--- src/rtl/vrp_arb_pkg.sv ---
// Shared constants and helpers for the vrp_arb valid/ready arbiter family.
package vrp_arb_pkg;

    localparam int ARB_FIXED = 0;
    localparam int ARB_RR    = 1;

    function automatic int idx_w(input int n);
        if (n > 1) begin
            return $clog2(n);
        end else begin
            return 1;
        end
    endfunction

endpackage

--- src/rtl/cmn_real_mux_onehot.sv ---
// One-hot AND-OR multiplexer; an all-zero select yields an all-zero output.
module cmn_real_mux_onehot #(
    parameter int N = 2,
    parameter int W = 8
) (
    input  logic [N-1:0] sel,
    input  logic [W-1:0] din [N],
    output logic [W-1:0] dout
);

    // OR together every input whose select bit is set
    always_comb begin
        dout = '0;
        for (int i = 0; i < N; i++) begin
            dout = dout | ({W{sel[i]}} & din[i]);
        end
    end

endmodule

--- src/rtl/vrp_arb_pick.sv ---
// Rotated-priority picker: lowest request at or above ptr, else lowest request overall.
module vrp_arb_pick
    import vrp_arb_pkg::*;
#(
    parameter int WIDTH = 8,
    parameter int IDX_W = idx_w(WIDTH)
) (
    input  logic [WIDTH-1:0] req,
    input  logic [IDX_W-1:0] ptr,
    output logic [WIDTH-1:0] gnt,
    output logic [IDX_W-1:0] idx,
    output logic             any
);

    logic             hit_hi_s;
    logic             hit_lo_s;
    logic [IDX_W-1:0] idx_hi_s;
    logic [IDX_W-1:0] idx_lo_s;

    // Scan downward so the last hit recorded is the lowest index of each range
    always_comb begin
        hit_hi_s = 1'b0;
        hit_lo_s = 1'b0;
        idx_hi_s = '0;
        idx_lo_s = '0;
        for (int i = WIDTH - 1; i >= 0; i--) begin
            if (req[i]) begin
                hit_lo_s = 1'b1;
                idx_lo_s = IDX_W'(i);
                if (IDX_W'(i) >= ptr) begin
                    hit_hi_s = 1'b1;
                    idx_hi_s = IDX_W'(i);
                end else begin
                    hit_hi_s = hit_hi_s;
                end
            end else begin
                hit_lo_s = hit_lo_s;
            end
        end
    end

    // Prefer the range above the pointer, then expand the index to one-hot
    always_comb begin
        gnt = '0;
        any = hit_lo_s;
        if (hit_hi_s) begin
            idx = idx_hi_s;
        end else begin
            idx = idx_lo_s;
        end
        for (int i = 0; i < WIDTH; i++) begin
            gnt[i] = any && (idx == IDX_W'(i));
        end
    end

endmodule

--- src/rtl/vrp_arb_rr.sv ---
// N-to-1 valid/ready arbiter: fixed or round-robin priority, packet lock, optional output register.
module vrp_arb_rr
    import vrp_arb_pkg::*;
#(
    parameter int WIDTH     = 8,
    parameter int PLD_WIDTH = 32,
    parameter int ARB_MODE  = ARB_RR,
    parameter int LOCK_EN   = 1,
    parameter int OUT_REG   = 1,
    parameter int IDX_W     = idx_w(WIDTH)
) (
    input  logic                 clk,
    input  logic                 rst,
    input  logic [WIDTH-1:0]     v_vld_s,
    input  logic [PLD_WIDTH-1:0] v_pld_s [WIDTH],
    input  logic [WIDTH-1:0]     v_last_s,
    output logic [WIDTH-1:0]     v_rdy_s,
    output logic                 vld_m,
    output logic [PLD_WIDTH-1:0] pld_m,
    output logic                 last_m,
    output logic [IDX_W-1:0]     idx_m,
    input  logic                 rdy_m
);

    localparam int BEAT_W = PLD_WIDTH + 1 + IDX_W;

    logic [IDX_W-1:0]  ptr_r;
    logic              lock_r;
    logic [IDX_W-1:0]  lock_idx_r;
    logic [WIDTH-1:0]  mask_s;
    logic [WIDTH-1:0]  req_s;
    logic [WIDTH-1:0]  gnt_s;
    logic [IDX_W-1:0]  pick_idx_s;
    logic              any_s;
    logic              accept_s;
    logic              xfer_s;
    logic              stage_busy_s;
    logic              sel_last_s;
    logic [BEAT_W-1:0] beat_s [WIDTH];
    logic [BEAT_W-1:0] sel_beat_s;

    // While a packet is open only its source may compete
    always_comb begin
        mask_s = '0;
        for (int i = 0; i < WIDTH; i++) begin
            mask_s[i] = !lock_r || (lock_idx_r == IDX_W'(i));
        end
        req_s = v_vld_s & mask_s;
    end

    vrp_arb_pick #(
        .WIDTH (WIDTH),
        .IDX_W (IDX_W)
    ) u_pick (
        .req (req_s),
        .ptr (ptr_r),
        .gnt (gnt_s),
        .idx (pick_idx_s),
        .any (any_s)
    );

    // Pack each source beat with its own index so the mux carries idx along
    always_comb begin
        for (int i = 0; i < WIDTH; i++) begin
            beat_s[i] = {v_pld_s[i], v_last_s[i], IDX_W'(i)};
        end
    end

    cmn_real_mux_onehot #(
        .N (WIDTH),
        .W (BEAT_W)
    ) u_mux (
        .sel  (gnt_s),
        .din  (beat_s),
        .dout (sel_beat_s)
    );

    assign sel_last_s = sel_beat_s[IDX_W];

    // Source handshake: the picked source is readied only when the beat can move on
    always_comb begin
        if (OUT_REG != 0) begin
            accept_s = !stage_busy_s || rdy_m;
        end else begin
            accept_s = rdy_m;
        end
        if (rst) begin
            v_rdy_s = '0;
            xfer_s  = 1'b0;
        end else if (accept_s) begin
            v_rdy_s = gnt_s;
            xfer_s  = any_s;
        end else begin
            v_rdy_s = '0;
            xfer_s  = 1'b0;
        end
    end

    // Arbitration state: rotating pointer advances past a finished packet
    always_ff @(posedge clk) begin
        if (rst) begin
            ptr_r      <= '0;
            lock_r     <= 1'b0;
            lock_idx_r <= '0;
        end else if (xfer_s) begin
            if ((ARB_MODE == ARB_RR) && (sel_last_s || (LOCK_EN == 0))) begin
                if (pick_idx_s == IDX_W'(WIDTH - 1)) begin
                    ptr_r <= '0;
                end else begin
                    ptr_r <= pick_idx_s + IDX_W'(1);
                end
            end
            if (LOCK_EN != 0) begin
                if (sel_last_s) begin
                    lock_r <= 1'b0;
                end else begin
                    lock_r     <= 1'b1;
                    lock_idx_r <= pick_idx_s;
                end
            end
        end
    end

    generate
        if (OUT_REG != 0) begin : g_reg
            logic              out_vld_r;
            logic [BEAT_W-1:0] out_beat_r;

            // Output register: loads every accepted beat, drains on master ready
            always_ff @(posedge clk) begin
                if (rst) begin
                    out_vld_r  <= 1'b0;
                    out_beat_r <= '0;
                end else if (xfer_s) begin
                    out_vld_r  <= 1'b1;
                    out_beat_r <= sel_beat_s;
                end else if (rdy_m) begin
                    out_vld_r <= 1'b0;
                end
            end

            assign stage_busy_s = out_vld_r;

            // Master side is driven straight from the register
            always_comb begin
                vld_m                  = out_vld_r && !rst;
                {pld_m, last_m, idx_m} = out_beat_r;
            end
        end else begin : g_comb
            assign stage_busy_s = 1'b0;

            // Zero-latency pass-through of the picked source
            always_comb begin
                vld_m                  = any_s && !rst;
                {pld_m, last_m, idx_m} = sel_beat_s;
            end
        end
    endgenerate

endmodule

--- config.mk ---
export PLATFORM = sky130hd
export DESIGN_NAME = vrp_arb_rr
export DESIGN_NICKNAME = d
export VERILOG_FILES = /design/src/rtl/vrp_arb_pkg.sv /design/src/rtl/cmn_real_mux_onehot.sv /design/src/rtl/vrp_arb_pick.sv /design/src/rtl/vrp_arb_rr.sv
export SDC_FILE = /design/constraint.sdc
export NUM_CORES = 1
export LEC_CHECK = 0
export BUFFER_PORTS_ARGS = -buffer_cell sky130_fd_sc_hd__buf_2
export CAP_MARGIN = 10
export CORE_AREA = 3 3 122 124
export DETAILED_ROUTE_END_ITERATION = 8
export DIE_AREA = 0 0 125 127
export GPL_TIMING_DRIVEN = 0
export PLACE_DENSITY = 0.62
export SLEW_MARGIN = 20
export SYNTH_ARGS = -nofsm -noshare
export SYNTH_HDL_FRONTEND = slang
export SYNTH_SLANG_ARGS = --single-unit
--- constraint.sdc ---
create_clock -name clk -period 8.75 [get_ports clk]
set_input_delay 1.75 -clock clk [delete_from_list [all_inputs] [get_ports clk]]
set_output_delay 1.75 -clock clk [all_outputs]
set_load 0.05 [all_outputs]
# [Yosys cells after proc, flatten, opt, wreduce, memory -nomap -nowiden]
# Cells that the tools add are included.
# Widths: inputs -> output; s select.
[word_totals] ff_bits=44 input_bits=275 out_inout_bits=45 word_cells=128
[op_classes] addsub=1 n_lt_le_gt_ge=8 eq_ne=14 mux=57 n_bitwise=17 reduce_logical=26
[op_table] cell="$and 36x36->36" count=8
[op_table] cell="$or 36x36->36" count=7
[op_table] cell="$mux 3" count=26
[op_table] cell="$mux 1" count=29
[op_table] cell="$eq 3x3->1 const B" count=8
[op_table] cell="$mux 8" count=2
[op_table] cell="$eq 3x2->1 const B" count=4
[op_table] cell="$ge 3x3->1 const A" count=4
[op_table] cell="$logic_and 1x1->1" count=9
[op_table] cell="$logic_or 1x1->1" count=9
[op_table] cell="$and 8x8->8" count=1
[op_table] cell="$eq 3x1->1 const B" count=2
[op_table] cell="$ge 1x3->1 const A" count=2
[op_table] cell="$ge 2x3->1 const A" count=2
[op_table] cell="$logic_not 3->1" count=2
[op_table] cell="$reduce_and 2->1" count=2
[op_table] cell="$add 3x1->3 const B" count=1
[op_table] cell="$logic_not 1->1" count=3
[op_table] cell="$reduce_bool 2->1" count=1
[op_table] cell="$not 1->1" count=1

# [Depth between registers and ports, before layout]
# Gate-level depths: netlist of the first run.
[logic_depth] word_depth=31 mapped_depth=16 ltp_nobuf=14

# [By module]
# From an unflattened synthesis of the first run, not the netlist that was laid out.
[hier_totals] hier_cells=507 hier_area_um2=4087.7
[modules_own_cells] mod="vrp_arb_rr" instances=1 cells_each=237 area_per_inst_um2=2042.0 seq_area_each_um2=880.8
[modules_own_cells] mod="cmn_real_mux_onehot" instances=1 cells_each=212 area_per_inst_um2=1666.6 seq_area_each_um2=0.0
[modules_own_cells] mod="vrp_arb_pick" instances=1 cells_each=58 area_per_inst_um2=379.1 seq_area_each_um2=0.0

# [Least setup slack after synthesis of the first run]
# OpenSTA, ideal clock, no wires.
[synth_timing] kind="input to output" startpoint="input port v_vld_s[5]" endpoint="output port v_rdy_s[7]" t_arrival_ns=4.353 required_time_ns=7.000 setup_slack_ns=2.647 cell_stages=13 n_path_buf=5 cell_sequence="mux2i_1 o32ai_2 nor2_1 o311a_1 buf_4 or2_1 buf_6 inv_6 buf_6 ha_1 clkbuf_1 clkbuf_1 and2_1"
[synth_between] elab_chain_len=17
[synth_lines] item="start: declaration" line="vrp_arb_rr.sv:14" rtl="input logic [WIDTH-1:0] v_vld_s,"
[synth_lines] item="$and 8x8->8 (*)" line="vrp_arb_rr.sv:48" rtl="req_s = v_vld_s & mask_s;"
[synth_lines] item="$mux 3 or $mux 1 (tied branches)" line="vrp_arb_pick.sv:27" rtl="if (req[i]) begin"
[synth_lines] item="$mux 3 or $mux 1 (tied branches)" line="vrp_arb_pick.sv:30" rtl="if (IDX_W'(i) >= ptr) begin"
[synth_lines] item="$mux 3 or $mux 1 (tied branches)" line="vrp_arb_pick.sv:27"
[synth_lines] item="$mux 3 or $mux 1 (tied branches)" line="vrp_arb_pick.sv:30"
[synth_lines] item="$mux 3 or $mux 1 (tied branches)" line="vrp_arb_pick.sv:27"
[synth_lines] item="$mux 3 or $mux 1 (tied branches)" line="vrp_arb_pick.sv:30"
[synth_lines] item="$mux 3 or $mux 1 (tied branches)" line="vrp_arb_pick.sv:27"
[synth_lines] item="[2 not listed]"
[synth_lines] item="$mux 3 or $mux 1 (tied branches)" line="vrp_arb_pick.sv:30"
[synth_lines] item="$mux 3 or $mux 1 (tied branches)" line="vrp_arb_pick.sv:27"
[synth_lines] item="$mux 3 (*)" line="vrp_arb_pick.sv:46" rtl="if (hit_hi_s) begin"
[synth_lines] item="via pick_idx_s[2]" line="vrp_arb_rr.sv:33" rtl="logic [IDX_W-1:0] pick_idx_s;"
[synth_lines] item="$eq 3x3->1 (*)" line="vrp_arb_pick.sv:52" rtl="gnt[i] = any && (idx == IDX_W'(i));"
[synth_lines] item="$logic_and 1x1->1 (*)" line="vrp_arb_pick.sv:52"
[synth_lines] item="$mux 8 (*)" line="vrp_arb_rr.sv:90" rtl="end else if (accept_s) begin"
[synth_lines] item="$mux 8 (*)" line="vrp_arb_rr.sv:87" rtl="if (rst) begin"
[synth_lines] item="end: declaration" line="vrp_arb_rr.sv:17" rtl="output logic [WIDTH-1:0] v_rdy_s,"
# Mark *: on every way through the listed nets, which the timed path passes. The rest lies on a longest branch.

# [Worst setup path after layout of the first run]
# Ends and elaborated chain as after synthesis.

==> metrics.yaml, run 1 <==
timing:
  rsz0062_at_grt: "no"
  hold_slack_ps: 445
  slew-limit-headroom_pct: 41.9
  period_share_pct: 81.5
  clock.fmax_ghz: 0.140
  finalMaxSlewViolations: 0
  worst_slack_ps: 1620
  fin_crit_ps: 7130
  finalSetupViolations: 0
  fin_tns_setup_ps: 0
  max_slew.worst_pin.slew_ps: 863
  fin_worst_skew_ps: 4.77
  final_hold_viol_count: 0
detailed_routing:
  wl_um: 20500
  vias: 5374
  drc: 0
  ant_nets: 0
  drtIter0Drc: 510
  routed_via_density: 5.66
  first_pass_iters: 7
  wire_per_inst_um: 21.5
power_and_ir_drop:
  power_w: 0.00204
  p_per_area_nw_per_um2: 361
  ir_drop_v: 0.000128
  power_leakage_nw: 2.67
cts:
  path_clk_slew_ps: 60
  cts_tree: "done"
  worstSkewPairLatency_ps: 290
  cts_buffers: 5
  post_cts_buffers: 0
  clockBufferDepth: 2
  cts_resized: 0
  htreeDepth: 2
  hold_buffers: 0
  cts-root-buf: "clkbuf_16"
  clock_sinks: 44
synth:
  synth_top_area_share_pct: 24.0
  synthXorXnorAreaFrac_pct: 0
  syn_area_per_cell_um2: 8.26
  ys_types: 59
  synth-main-ff-cell: "dfxtp_1"
  yosys.area_share.adder_pct: 2.05
  syn_inst: 444
  synth_area_leaders: "dfxtp_1 24%, a21oi_1 10%, a222oi_1 9.3%"
  synth_top_family_by_area: "compound AO/OA/AOI/OAI gates"
  synthArstFlopShare_pct: 0
  netlist_area_um2: 3670
  ys_seq_area_share_pct: 24.0
  synth_edf_count: 0
  yosys-mux-area-fraction_pct: 1.64
  synth.most_common_cell: "a21oi_1"
  synthTopCellsByCount: "73 x a21oi_1, 44 x dfxtp_1, 34 x a222oi_1"
  ys_seq_elements: 44
  synth_compound_area_share_pct: 51.1
  synth_warnings: 0
  yosys.area_share.simple_pct: 12.1
  syn_nets: 725
  synth_area_leader_cell: "dfxtp_1"
cells_and_area:
  fin_util_pct: 40.7
  seq_area_um2: 881
  multi_input_area_um2: 2450
  diodes: 0
  synthToLayoutAreaGrowth_pct: 54.1
  nets: 1050
  num-fill-cells: 1520
  drive_gt1_share_pct: 47.9
floorplanning:
  die_area_um2: 15900
  fp.dieW_um: 125
  core_area_um2: 13900
  die_y_um: 127
  initial_core_util_pct: 26.4
  pin_count: 320
  rows: 43
global_routing:
  grt_usage_pct: 24.0
  grt_pass1_vias: 5130
  grt_overflow: 0
  grt_pass1_wl_um: 29900
  grt_max_degree: 15
  antenna_found_initial: 3
setup_path:
  rrSetupSlack_ps: 4570
  startpoint_type: "input pin"
  r2r_start: "lock_idx_r[0]"
  arrival_ps: 5380
  critPathCaptureType: "output pin"
  critPathMaxFanout: 10
  reg2reg_depth: 15
  r2r-end: "g_reg.out_beat_r[7]"
  worstSetupPathType: "in -> out"
  crit_required_ps: 7000
placed_design:
  post-dp-hpwl_um: 16200
  routabilityCongestion: 0.904
  place_ws_ps: 1700
  io_buffer_count: 318
status:
  status: "complete, no violations"
min_path:
  hold_class: "reg -> reg"
  hold_depth: 2
  min_to: "g_reg.out_beat_r[3]"
  hp-start: "g_reg.out_beat_r[3]"
job:
  drv.max_cap_violation_count: 0
-- worst max-delay path: stages --
cell and delay [ps]:
buf_2 120, mux2i_1 80, o32ai_2 350, nand3_1 220, o311a_1 180, buf_4 180, or2_1 240, buf_6 140
inv_6 100, buf_6 170, ha_1 200, clkbuf_1 640, clkbuf_1 520, and2_1 210, buf_2 260
-- per-stage QoR --
stage | std cells | cell area (µm²)
2_1_floorplan | 444 | 3670
3_3_place_gp | 942 | 5480
3_5_place_dp | 942 | 5480
4_1_cts | 950 | 5650
5_1_grt | 950 | 5650
6_report | 950 | 5650
-- sequential cells by signal, summed over array words and instances (netlist names) --
signal,cells
lock_idx_r,3
lock_r,1
g_reg.out_vld_r,1
g_reg.out_beat_r,36
ptr_r,3
-- final cells by class --
cell class | instances | area share (%)
inverter | 7 | 0.553
buffer | 55 | 5.34
timing repair buffer | 318 | 28.2
clock inverter | 3 | 0.753
tap | 180 | 3.98
clock buffer | 5 | 2.21
multi-input combinational | 338 | 43.4
sequential | 44 | 15.6
-- worst max path at each step --
stage | start | end | cells past startpoint
3_5_place_dp | v_vld_s[5] | v_rdy_s[7] | 15
4_1_cts | v_vld_s[5] | v_rdy_s[7] | 15
2_1_floorplan | v_vld_s[5] | v_rdy_s[7] | 13
3_3_place_gp | v_vld_s[5] | v_rdy_s[7] | 15
5_1_grt | v_vld_s[5] | v_rdy_s[7] | 15
6_report | v_vld_s[5] | v_rdy_s[7] | 15
-- cell usage in the layout, fill, tap and decap left out, types with 4 or more instances in the layout --
master,n
inv_1,6
o31ai_1,4
a221o_1,32
nand2_1,16
and2_1,5
a32oi_1,32
o21ai_0,4
a31oi_1,32
a21oi_1,73
nor3_1,4
nand3_1,4
ha_1,6
a222oi_1,34
nor2_1,16
buf_6,8
o21ai_1,4
dfxtp_1,44
buf_2,337
mux2i_1,6
and3_1,5
clkbuf_16,5
nor2b_1,5
clkbuf_1,25
-- report_power, final --
part           total, W  internal, W  switching (W)  leakage, nW
registers      0.000342     0.000289      0.0000527        0.368
logic           0.00147     0.000494       0.000980         2.22
clock network  0.000223     0.000134      0.0000884       0.0798
-- metal layers --
metal  up-vias  GRT usage (%)  wire, µm
met5         -              0        31
met4         6           5.61       350
met3        36           5.31      1760
met2       282           39.9      9660
met1      2519           31.9      8650
li1       2531              -         -
-- kinds of logic (layout without fill, tap and decap cells) --
family | after synthesis | in the layout
AO/OA/AOI/OAI | 246 | 246
AND/OR/NAND/NOR | 80 | 80
buffers and inverters | 62 | 388
flip-flops | 44 | 44
adder cells (fa/ha/maj) | 6 | 6
multiplexers | 6 | 6
Note: power is estimated with default switching activity, not from simulation.
==> run 2, diff against run 1 <==
Settings changed: CORE_AREA 3 3 122 124 to 3 3 123 125, DIE_AREA 0 0 125 127 to 0 0 126 128, PLACE_DENSITY 0.62 to 0.63.
Clock period 8.75 ns to 5.8 ns, I/O delays scaled along.
==> metrics.yaml, run 2 (same netlist as run 1, synthesis figures left out) <==
setup_path:
  slowest_delay_ps: 600  # -40 ps
  cpMaxStageDelayCell: "ha_1"
  reg2reg_depth: 15  # unchanged
  rrSetupSlack_ps: 1610  # -2960 ps
  startpoint_type: "input pin"
  arrival_ps: 4230  # -1150 ps
  r2r-end: "g_reg.out_beat_r[4]"
  path_cells: "buf_2, inv_1, o31ai_1, o2bb2ai_1, a211oi_1, o32ai_1, o211ai_1, inv_1, ha_1, ha_1, clkbuf_1, and2_1, buf_2"
  crit_required_ps: 4640  # -2360 ps
  path_delay_family: "compound AO/OA/AOI/OAI gates"
  cp.depth: 13  # -2
  endpoint: "v_rdy_s[3]"
  worstSetupPathType: "in -> out"
  crit_buf_inv: 5  # -3
  r2r_start: "lock_idx_r[1]"
  critPathCaptureType: "output pin"
  critPathMaxFanout: 10  # unchanged
  critPathLaunch: "v_vld_s[5]"
detailed_routing:
  drc: 0  # unchanged
  wl_um: 20900  # +2.1%
  first_pass_iters: 7  # unchanged
  wire_per_inst_um: 22.0  # +2.2%
  drtIter0Drc: 634  # +24%
  vias: 5446  # +1.3%
  ant_nets: 0  # unchanged
  routed_via_density: 5.74  # +1.4%
floorplanning:
  pin_count: 320  # unchanged
  rows: 43  # unchanged
  die_y_um: 128  # +0.79%
  fp.dieW_um: 126  # +0.80%
  initial_core_util_pct: 26.2  # -0.20 points
  core_area_um2: 14000  # +0.78%
  die_area_um2: 16100  # +1.6%
global_routing:
  grt_pass1_wl_um: 30400  # +1.7%
  grt_pass1_vias: 5163  # +0.64%
  grt_overflow: 0  # unchanged
  antenna_found_initial: 4  # +1
  grt_usage_pct: 24.2  # +0.22 points
  grt_max_degree: 13  # -2
cells_and_area:
  top_register: "g_reg.out_beat_r"
  nets: 1048  # -0.19%
  num-fill-cells: 1556  # +2.4%
  fin_util_pct: 40.2  # -0.49 points
  drive_gt1_share_pct: 47.9  # about the same
  final_cell_mix: "337 x buf_2, 73 x a21oi_1, 44 x dfxtp_1, 34 x a222oi_1"
  largestRegisters: "g_reg.out_beat_r: 36 flops, lock_idx_r: 3 flops, ptr_r: 3 flops"
  synthToLayoutAreaGrowth_pct: 53.4
  layout_commonest_cell: "buf_2"
  largest_reg_flops: 36  # unchanged
  finalInstanceArea_um2: 5630  # -0.44%
timing:
  rsz0062_at_grt: "no"
  final_hold_viol_count: 0  # unchanged
  max_slew.worst_pin.slew_ps: 814  # -48.9 ps
  finalSetupViolations: 0  # unchanged
  slew-limit-headroom_pct: 45.2  # +3.3 points
  finalMaxSlewViolations: 0  # unchanged
  fin_worst_skew_ps: 4.78  # +0.0160 ps
  worst_slack_ps: 410  # -1210 ps
  fin_crit_ps: 5390
  clock.fmax_ghz: 0.186
  hold_slack_ps: 450  # +5.15 ps
  period_share_pct: 92.9
power_and_ir_drop:
  p_sw_w: 0.00168  # +50%
  p_clk_share_pct: 9.9  # -1.0 points
  ir_drop_v: 0.000161  # +26%
  share_seq_of_total_power_pct: 16.9  # about the same
  combPwrFrac_pct: 73.2  # +0.9 points
  p_int_w: 0.00136  # +48%
  p_per_area_nw_per_um2: 540  # +50%
  power_leakage_nw: 2.66  # -0.28%
  p_sw_share_pct: 55.3  # +0.36 points
  power_w: 0.00304  # +49%
status:
  status: "complete, no violations"
cts:
  clockBufferDepth: 2  # unchanged
  hold_buffers: 0  # unchanged
  cts-root-buf: "clkbuf_16"
  cts_tree: "done"
  cts_buffers: 5  # unchanged
  htreeDepth: 2  # unchanged
  path_clk_slew_ps: 60  # about the same
  worstSkewPairLatency_ps: 290  # about the same
  clock_sinks: 44  # unchanged
placed_design:
  io_buffer_count: 318  # unchanged
  place_ws_ps: -41.8  # -1740 ps
  post-dp-hpwl_um: 16900  # +4.2%
  place_area_um2: 5480  # unchanged
  routabilityCongestion: 0.897  # -0.82%
min_path:
  hold_class: "reg -> reg"
job:
  drv.max_cap_violation_count: 0  # unchanged
[run 2: cell count changes in the layout (fill, tap and decap cells not counted), sizes merged]
cell and change:
bufinv -1, diode +1, clkbuf +1, clkinvlp -1, clkinv -1
[run 2: per-stage QoR]
step,setup TNS (ps),cells
after floorplan,0,444
after global placement,-3.45,942
after detailed placement,-41.8,942
after CTS,0,950
after global routing,0,949
final,0,949
[run 2: layout make-up]
type / instances / area [µm²] / area share (%)
Multi-Input combinational cell: 338 / 2450 / 43.6
Timing Repair Buffer: 318 / 1590 / 28.3
Antenna cell: 1 / 2.50 / 0.0445
Sequential cell: 44 / 881 / 15.7
Buffer: 53 / 295 / 5.25
Clock buffer: 8 / 146 / 2.60
Inverter: 7 / 31.3 / 0.556
Tap cell: 180 / 225 / 4.00
[run 2: what timing repair did]
action | in CTS | in global routing
setup buffers | 0 | 0
endpoints found under the setup margin | 1 | 2
endpoints found under the hold margin | 0 | 0
resized for setup | 1 | 0
[run 2: layer usage]
layer,up-vias,global-route usage (%),wire [µm]
li1,2521,-,-
met1,2599,30.9,8400
met2,292,42.3,10400
met3,32,5.25,1770
met4,2,4.67,323
met5,-,0,13
[run 2: worst min path at each step]
stage                        startpoint                   to  slack [ps]  depth (start not counted)
detailed placement  g_reg.out_beat_r[3]  g_reg.out_beat_r[3]         440                          2
CTS                 g_reg.out_beat_r[3]  g_reg.out_beat_r[3]         460                          2
global route        g_reg.out_beat_r[2]  g_reg.out_beat_r[2]         480                          2
floorplan               g_reg.out_vld_r      g_reg.out_vld_r         570                          3
finish              g_reg.out_beat_r[3]  g_reg.out_beat_r[3]         450                          2
global placement    g_reg.out_beat_r[3]  g_reg.out_beat_r[3]         440                          2
[run 2: power groups by stage]
| stage | Clock (W) | Combinational, W | Sequential, W |
|---|---|---|---|
| floorplan | 0 | 0.00116 | 0.000903 |
| finish | 0.000302 | 0.00222 | 0.000512 |
| global placement | 0 | 0.00221 | 0.000513 |
| detailed placement | 0 | 0.00222 | 0.000514 |
| global route | 0.000317 | 0.00239 | 0.000527 |
| CTS | 0.000306 | 0.00222 | 0.000509 |
[run 2: worst reg2reg max path, stage by stage (launching register included)]
cell	delay, ps
dfxtp_1	390
buf_2	250
and3b_1	180
o211ai_1	90
nor2b_1	160
a211oi_1	380
nor4_1	90
o211ai_1	430
inv_1	140
ha_1	250
ha_1	240
clkbuf_2	380
clkbuf_1	390
a221o_1	420
a21oi_1	160
a31oi_1	110
==> run 3, diff against run 2 <==
Settings changed: CORE_AREA 3 3 123 125 to 3 3 122 124, DIE_AREA 0 0 126 128 to 0 0 125 127, PLACE_DENSITY 0.63 to 0.62, SLEW_MARGIN 20 to 10.
Clock period 5.8 ns to 6.2 ns, I/O delays scaled along.
==> metrics.yaml, run 3 (same netlist as run 1, synthesis figures left out) <==
status:
  status: "complete, no violations"
timing:
  fin_worst_skew_ps: 4.59  # -0.195 ps
  finalSetupViolations: 0  # unchanged
  final_hold_viol_count: 0  # unchanged
  clock.fmax_ghz: 0.172
  period_share_pct: 93.9
  finalMaxSlewViolations: 0  # unchanged
  rsz0062_at_grt: "no"
  max_slew.worst_pin.slew_ps: 823  # +8.57 ps
  slew-limit-headroom_pct: 44.6  # -0.58 points
  fin_crit_ps: 5820
  fin_tns_setup_ps: 0  # unchanged
power_and_ir_drop:
  power_leakage_nw: 2.68  # +0.41%
  ir_drop_v: 0.000180  # +12%
  p_per_area_nw_per_um2: 509  # -5.7%
setup_path:
  r2r_start: "lock_idx_r[1]"
  startpoint_type: "input pin"
  path_cells: "buf_2, mux2i_1, o32ai_2, nand3_1, o311a_1, buf_4, or2_1, buf_6, inv_6, buf_6, ha_1, clkbuf_2, clkbuf_1, and2_1, buf_2"
  slowest_delay_ps: 500  # -100 ps
  worstSetupPathType: "in -> out"
  critPathLaunch: "v_vld_s[5]"
  critPathCaptureType: "output pin"
  crit_buf_inv: 8  # +3
  critPathMaxFanout: 10  # unchanged
  cpMaxStageDelayCell: "clkbuf_1"
  path_delay_family: "buffers and inverters"
  crit_required_ps: 4960  # +320 ps
  arrival_ps: 4580  # +350 ps
global_routing:
  grt_overflow: 0  # unchanged
  grt_usage_pct: 24.0  # -0.22 points
  grt_pass1_vias: 5130  # -0.64%
  grt_max_degree: 15  # +2
  antenna_found_initial: 3  # -1
  grt_pass1_wl_um: 29900  # -1.7%
cts:
  cts_tree: "done"
  clock_sinks: 44  # unchanged
  post_cts_buffers: 0  # unchanged
  cts_buffers: 5  # unchanged
  worstSkewPairLatency_ps: 290  # about the same
  hold_buffers: 0  # unchanged
  path_clk_slew_ps: 60  # about the same
  cts-root-buf: "clkbuf_16"
  htreeDepth: 2  # unchanged
  clockBufferDepth: 2  # unchanged
detailed_routing:
  vias: 5367  # -1.5%
  ant_nets: 0  # unchanged
  drc: 0  # unchanged
  wl_um: 20400  # -2.2%
  drtIter0Drc: 509  # -20%
  first_pass_iters: 6  # -1
  routed_via_density: 5.65  # -1.6%
  wire_per_inst_um: 21.5  # -2.3%
min_path:
  hold_class: "reg -> reg"
  hp-start: "g_reg.out_beat_r[3]"
floorplanning:
  core_area_um2: 13900  # -0.77%
  die_y_um: 127  # -0.78%
  rows: 43  # unchanged
  die_area_um2: 15900  # -1.6%
  fp.dieW_um: 125  # -0.79%
  initial_core_util_pct: 26.4  # +0.20 points
  pin_count: 320  # unchanged
cells_and_area:
  top_register: "g_reg.out_beat_r"
  nets: 1050  # +0.19%
  largestRegisters: "g_reg.out_beat_r: 36 flops, lock_idx_r: 3 flops, ptr_r: 3 flops"
  fin_cells: 950  # +0.11%
  largest_reg_flops: 36  # unchanged
  finalInstanceArea_um2: 5650  # +0.47%
  final_cell_mix: "337 x buf_2, 73 x a21oi_1, 44 x dfxtp_1, 34 x a222oi_1"
  synthToLayoutAreaGrowth_pct: 54.1
  layout_commonest_cell: "buf_2"
  drive_gt1_share_pct: 48.1  # +0.14 points
  diodes: 0  # -1
job:
  drv.max_cap_violation_count: 0  # unchanged
placed_design:
  dp_cells: 942  # unchanged
  place_area_um2: 5480  # unchanged
  io_buffer_count: 318  # unchanged
  routabilityCongestion: 0.904  # +0.83%
  post-dp-hpwl_um: 16200  # -4.1%
[run 3: tightest hold or removal path: cells and delay by family, from the launching register on]
family	cells	cell delay, ps
simple gates	2	90
flops	1	310
[run 3: path summary, 6_finish.rpt]
check        cells past startpoint                   to  slack (ps)
max                             15           v_rdy_s[7]         380
min                              2  g_reg.out_beat_r[3]         440
max reg2reg                     16             ptr_r[0]        2100
min reg2reg                      2  g_reg.out_beat_r[3]         440
[run 3: repair_timing]
item	CTS	global route
setup endpoints to repair	0	1
gates resized for setup	0	2
endpoints found under the hold margin	0	0
[run 3: layer usage]
layer	vias to the layer above	wire length, µm	global-route usage, %
met4	6	348	5.61
li1	2532	-	-
met2	277	9640	39.9
met1	2516	8660	31.9
met3	36	1750	5.31
met5	-	31	0
[run 3: metrics by stage]
stage | setup WS, ps | power (W) | utilization, % | hold slack, ps
after global routing | 103 | 0.00307 | 40.7 | 482
after detailed placement | 166 | 0.00255 | 39.5 | 435
final | 378 | 0.00288 | 40.7 | 445
after global placement | 158 | 0.00255 | 39.5 | 433
after CTS | 169 | 0.00288 | 40.7 | 446
after floorplan | 1120 | 0.00193 | - | 572
[run 3: final cells by class]
type / instances / area [µm²]
flip-flops and latches: 44 / 881
fillers: 1519 / 8230
clock buffers: 5 / 125
well taps: 180 / 225
inverters: 7 / 31.3
clock inverters: 3 / 42.5
repair buffers: 318 / 1590
multi-input cells: 338 / 2450
plain buffers: 55 / 303
[run 3: where the power goes]
group	total, W	switching [W]	internal [W]
Combinational	0.00208	0.00138	0.000698
Sequential	0.000482	0.0000742	0.000408
Clock	0.000314	0.000124	0.000190
Total	0.00288	0.00158	0.00130
